### src/rtl/source_buffer_loader.sv
// source_buffer_loader: fills the source M10K from a sample stream or a constant fill,
// then holds START until the compute stage reports the frame consumed.
module source_buffer_loader #(
  parameter int DATA_W = 8,
  parameter int ADDR_W = 8,
  parameter int DEPTH = 16,
  parameter int FILL_VALUE = 1
) (
  input  logic              clk,
  input  logic              reset,
  input  logic              in_valid,
  output logic              in_ready,
  input  logic [DATA_W-1:0] in_data,
  input  logic              fill_req,
  input  logic              compute_done,
  output logic [DATA_W-1:0] M10K_write_data_source,
  output logic [ADDR_W-1:0] M10K_write_address_source,
  output logic              M10K_write_source,
  output logic              START,
  output logic              busy,
  output logic [ADDR_W:0]   load_count
);
  typedef enum logic [1:0] {LOAD, FILL, ARMED} state_t;
  localparam logic [ADDR_W:0] LAST = (ADDR_W+1)'(DEPTH - 1);
  localparam logic [DATA_W-1:0] FILL_DATA = DATA_W'(FILL_VALUE);
  state_t state, state_d;
  logic [ADDR_W-1:0] idx, idx_d, addr_d;
  logic [ADDR_W:0] count_d;
  logic [DATA_W-1:0] data_d;
  logic wr_d, start_d, write, last;
  assign in_ready = reset & (state == LOAD) & ~fill_req;
  assign write = (state == FILL) | (in_valid & in_ready);
  assign last = load_count == LAST;
  assign busy = (state == FILL) | ((state == LOAD) & (idx != '0));
  // Terminal test uses load_count so DEPTH == 2**ADDR_W works with idx wrapping.
  always_comb begin
    state_d = state;
    idx_d = idx;
    count_d = load_count;
    addr_d = M10K_write_address_source;
    data_d = M10K_write_data_source;
    wr_d = write;
    start_d = (state == ARMED) & ~compute_done;
    if (state == LOAD && fill_req) begin
      state_d = FILL;
      idx_d = '0;
      count_d = '0;
    end
    if (write) begin
      addr_d = idx;
      data_d = (state == FILL) ? FILL_DATA : in_data;
      count_d = load_count + 1'b1;
      idx_d = last ? '0 : idx + 1'b1;
      state_d = last ? ARMED : state;
    end
    if (state == ARMED && compute_done) begin
      state_d = LOAD;
      count_d = '0;
    end
  end
  always_ff @(posedge clk or negedge reset) begin
    if (!reset) begin
      state <= LOAD;
      idx <= '0;
      load_count <= '0;
      M10K_write_address_source <= '0;
      M10K_write_data_source <= '0;
      M10K_write_source <= 1'b0;
      START <= 1'b0;
    end else begin
      state <= state_d;
      idx <= idx_d;
      load_count <= count_d;
      M10K_write_address_source <= addr_d;
      M10K_write_data_source <= data_d;
      M10K_write_source <= wr_d;
      START <= start_d;
    end
  end
endmodule

### config.mk
export PLATFORM = sky130hd
export DESIGN_NAME = source_buffer_loader
export DESIGN_NICKNAME = d
export VERILOG_FILES = /design/src/rtl/source_buffer_loader.sv
export SDC_FILE = /design/constraint.sdc
export NUM_CORES = 1
export LEC_CHECK = 0
export CAP_MARGIN = 20
export CORE_MARGIN = 5
export CORE_UTILIZATION = 25
export CTS_CLUSTER_SIZE = 16
export DETAILED_ROUTE_END_ITERATION = 16
export PLACE_DENSITY_LB_ADDON = 0.3
export SLEW_MARGIN = 20
export SYNTH_ARGS = -nofsm -noshare
export SYNTH_HDL_FRONTEND = slang
export SYNTH_SLANG_ARGS = --single-unit
### constraint.sdc
create_clock -name clk -period 1.75 [get_ports clk]
set_clock_uncertainty 0.2 [all_clocks]
set_input_delay 0.35 -clock clk [delete_from_list [all_inputs] [get_ports clk]]
set_output_delay 0.35 -clock clk [all_outputs]
set_load 0.005 [all_outputs]
==> load_flow_metrics.sql <==
INSERT INTO impl_metrics (metric_group, metric, value, unit) VALUES
('die', 'die_x', '95.7', 'um'),
('routing', 'drt_first_pass_iters', '4', ''),
('placement', 'place.port_buffers', '41', ''),
('run_status', 'status', 'finished with violations', ''),
('finish', 'area_growth_syn_to_layout', '56.6', '%'),
('cts', 'clk_pin_slew', '0.08', 'ns'),
('global_routing', 'grt_antenna_before_repair', '0', ''),
('cts', 'clkLatencyLatePin', '0.29', 'ns'),
('routing', 'remaining_antenna_violation_count_after_routing', '0', ''),
('timing', 'final_min_period_over_clock_period', '108', '%'),
('critical_path', 'path_cells', 'inv_2 > ha_4 > nor4b_4 > a21oi_2 > buf_2', ''),
('cts', 'clock_tree_from_tritoncts', 'done', ''),
('finish', 'fin_cells', '346', ''),
('global_routing', 'grt.busiest_layer', 'met2', ''),
('critical_path', 'worst-path-buf-inv', '2', ''),
('routing', 'initial_drt_markers', '86', ''),
('critical_path', 'worstPathMaxFanout', '2', ''),
('synth', 'number_of_flops_mapped_to_enable_cells_by_yosys', '0', ''),
('timing', 'grt_setup_unrepaired', 'yes', ''),
('global_routing', 'grt.overflow.total', '0', ''),
('finish', 'final_layout_size_suffix_gt1_share', '35.2', '%'),
('die', 'die_y', '95.7', 'um'),
('critical_path', 'critical-path-top-delay-family', 'flip-flops', ''),
('synth', 'postSynthRegisterBits', '37', ''),
('power', 'power_density', '1210', 'nW/um^2'),
('die', 'fp.dieArea', '9170', 'um^2'),
('timing', 'finalSetupViolCount', '2', ''),
('run', 'max_cap_viol_count', '0', ''),
('power', 'totalPowerFinal', '3.48', 'mW'),
('die', 'core', '7210', 'um^2'),
('cts', 'cts_sinks', '37', ''),
('cts', 'cts.root.buffer_cell', 'sky130_fd_sc_hd__clkbuf_8', ''),
('cts', 'clock_path_buffers', '2', ''),
('synth', 'distinct_cell_type_count_after_synthesis', '39', ''),
('global_routing', 'grt_use_met1', '14.9', '%'),
('synth', 'synthArstFlopShare', '100', '%'),
('run_status', 'violations', 'negative setup slack', ''),
('placement', 'placement.cell_area', '2540', 'um^2'),
('synth', 'synth_top_area_cell', 'sky130_fd_sc_hd__dfrtp_1', ''),
('routing', 'drt-vias-per-instance', '4.40', ''),
('synth', 'synth_top_cell_area_share', '50.4', '%'),
('die', 'row_count', '31', ''),
('timing', 'finalWorstSetupSlack', '-0.132', 'ns'),
('finish', 'final_net_count', '262', ''),
('critical_path', 'arrival', '1.33', 'ns'),
('synth', 'yosys-top-cells-count', '37 x sky130_fd_sc_hd__dfrtp_1, 11 x sky130_fd_sc_hd__nand2_1, 9 x sky130_fd_sc_hd__o21ai_1', ''),
('power', 'reported_leakage_power', '1.42', 'nW'),
('timing', 'period_minus_slack', '1.88', 'ns'),
('critical_path', 'timing.critical_path.slowest_cell_delay', '0.39', 'ns'),
('critical_path', 'worstPathRequired', '1.20', 'ns'),
('timing', 'final_max_slew_viol_count', '0', ''),
('synth', 'post_synth_net_total', '177', ''),
('critical_path', 'end_kind', 'primary output', ''),
('global_routing', 'grtUsageTotal', '11.4', '%'),
('finish', 'num_antenna_cells', '0', ''),
('critical_path', 'worst_path_max_delay_cell', 'sky130_fd_sc_hd__dfrtp_1', ''),
('routing', 'postRouteWirelength', '4800', 'um'),
('synth', 'yosysSeqAreaShare', '50.4', '%'),
('die', 'start_util', '25.5', '%'),
('synth', 'synthMostInstantiatedCell', 'sky130_fd_sc_hd__dfrtp_1', ''),
('global_routing', 'groute.layer.met2.usage', '18.0', '%'),
('placement', 'detailed_place_hpwl', '3260', 'um'),
('cts', 'cts.htree.levels', '2', ''),
('global_routing', 'global_route_wire_length_before_repair', '8060', 'um'),
('timing', 'worstMarginPinSlew', '0.417', 'ns'),
('finish', 'finish.instance_area', '2880', 'um^2'),
('synth', 'synth_top_flop_cell', 'sky130_fd_sc_hd__dfrtp_1', ''),
('synth', 'syn-instance-count', '161', ''),
('die', 'ios', '42', ''),
('timing', 'finalHoldViolations', '0', ''),
('routing', 'drt-wirelength-per-cell', '13.9', 'um');
## logic make-up (layout without fill, tap and decap cells)
kind of cell               Yosys count  after routing  synth area share, %
adders and majority gates            3              3                 2.04
DFF                                 37             37                 50.4
xor gates and xnor gates             2              2                0.953
and+or+nand+nor                     49             49                 16.8
muxes                               12             12                 8.51
buffers and inverters               16            101                 5.58
AOI/OAI and AO/OA                   42             43                 15.7
## metrics by stage
| step | hold slack, ns | util (%) | worst slack [ns] | setup TNS, ns |
|---|---|---|---|---|
| 2_1_floorplan | -0.146 | - | 0.0752 | 0 |
| 3_3_place_gp | 0.257 | 35.2 | -0.400 | -9.33 |
| 3_5_place_dp | 0.264 | 35.2 | -0.414 | -9.91 |
| 4_1_cts | 0.0886 | 37.6 | -0.135 | -0.135 |
| 5_1_grt | 0.122 | 39.9 | -0.232 | -0.568 |
| 6_report | 0.0911 | 39.9 | -0.132 | -0.137 |
## power by group
group,internal [mW],switching (mW)
Clock,0.283,0.293
Sequential,1.04,0.111
Combinational,0.960,0.790
## routing by layer
metal	share of wire [%]	vias up	wire length (um)
met4	1.1	0	53
met5	0	-	0
met1	47	713	2250
li1	-	758	-
met2	46	45	2200
met3	6.2	5	298
## worst paths after layout
kind	slack [ns]	cells past startpoint	start	end
setup / recovery	-0.13	5	idx[1]$_DFFE_PN0P_	busy
hold / removal	0.09	3	reset	M10K_write_address_source[7]$_DFFE_PN0P_
setup reg to reg	0.01	6	state[0]$_DFFE_PN0P_	load_count[6]$_DFFE_PN0P_
hold reg to reg	0.29	1	M10K_write_address_source[0]$_DFFE_PN0P_	M10K_write_address_source[0]$_DFFE_PN0P_
max in group asynchronous	0.73	4	reset	state[1]$_DFFE_PN0P_
min in group clk	0.29	1	M10K_write_address_source[0]$_DFFE_PN0P_	M10K_write_address_source[0]$_DFFE_PN0P_
## registers in the layout, indices dropped and copies added, names as in the netlist
name and count:
load_count 9, M10K_write_address_source 8, START 1, M10K_write_source 1, idx 8, state 2
M10K_write_data_source 8
## final cells by class
cell class,count,area [um^2]
clock buffers,8,80.1
fillers,734,4340
inverters,8,45.0
multi-input cells,109,918
flip-flops and latches,37,928
well taps,99,124
repair buffers,85,782
## timing repair
item	in CTS	in global routing
endpoints found under the setup margin	17	40
hold buffers	1	0
gates cloned	0	1
resized for setup	24	28
buffers inserted	6	8
endpoints found under the hold margin	5	0
pin swaps	3	6
## worst min-delay path, delay by kind of cell
family	cells	cell delay (ns)
buffers and inverters	3	0.65
## layout by cell type, fill, tap and decap left out, drive strengths merged, types with 3 or more instances in the layout
master / count
buf: 46
dfrtp: 37
clkdlybuf4s50: 25
nand2: 14
o21ai: 13
dlymetal6s2s: 10
a21oi: 10
a22o: 8
nand3: 8
mux2: 8
clkbuf: 8
inv: 8
a31oi: 7
and3: 5
nand4: 4
mux2i: 4
and2: 4
nand3b: 4
nor2: 3
dlygate4sd2: 3
a211oi: 3
ha: 3
No activity file was read; power rests on OpenSTA's default activity.
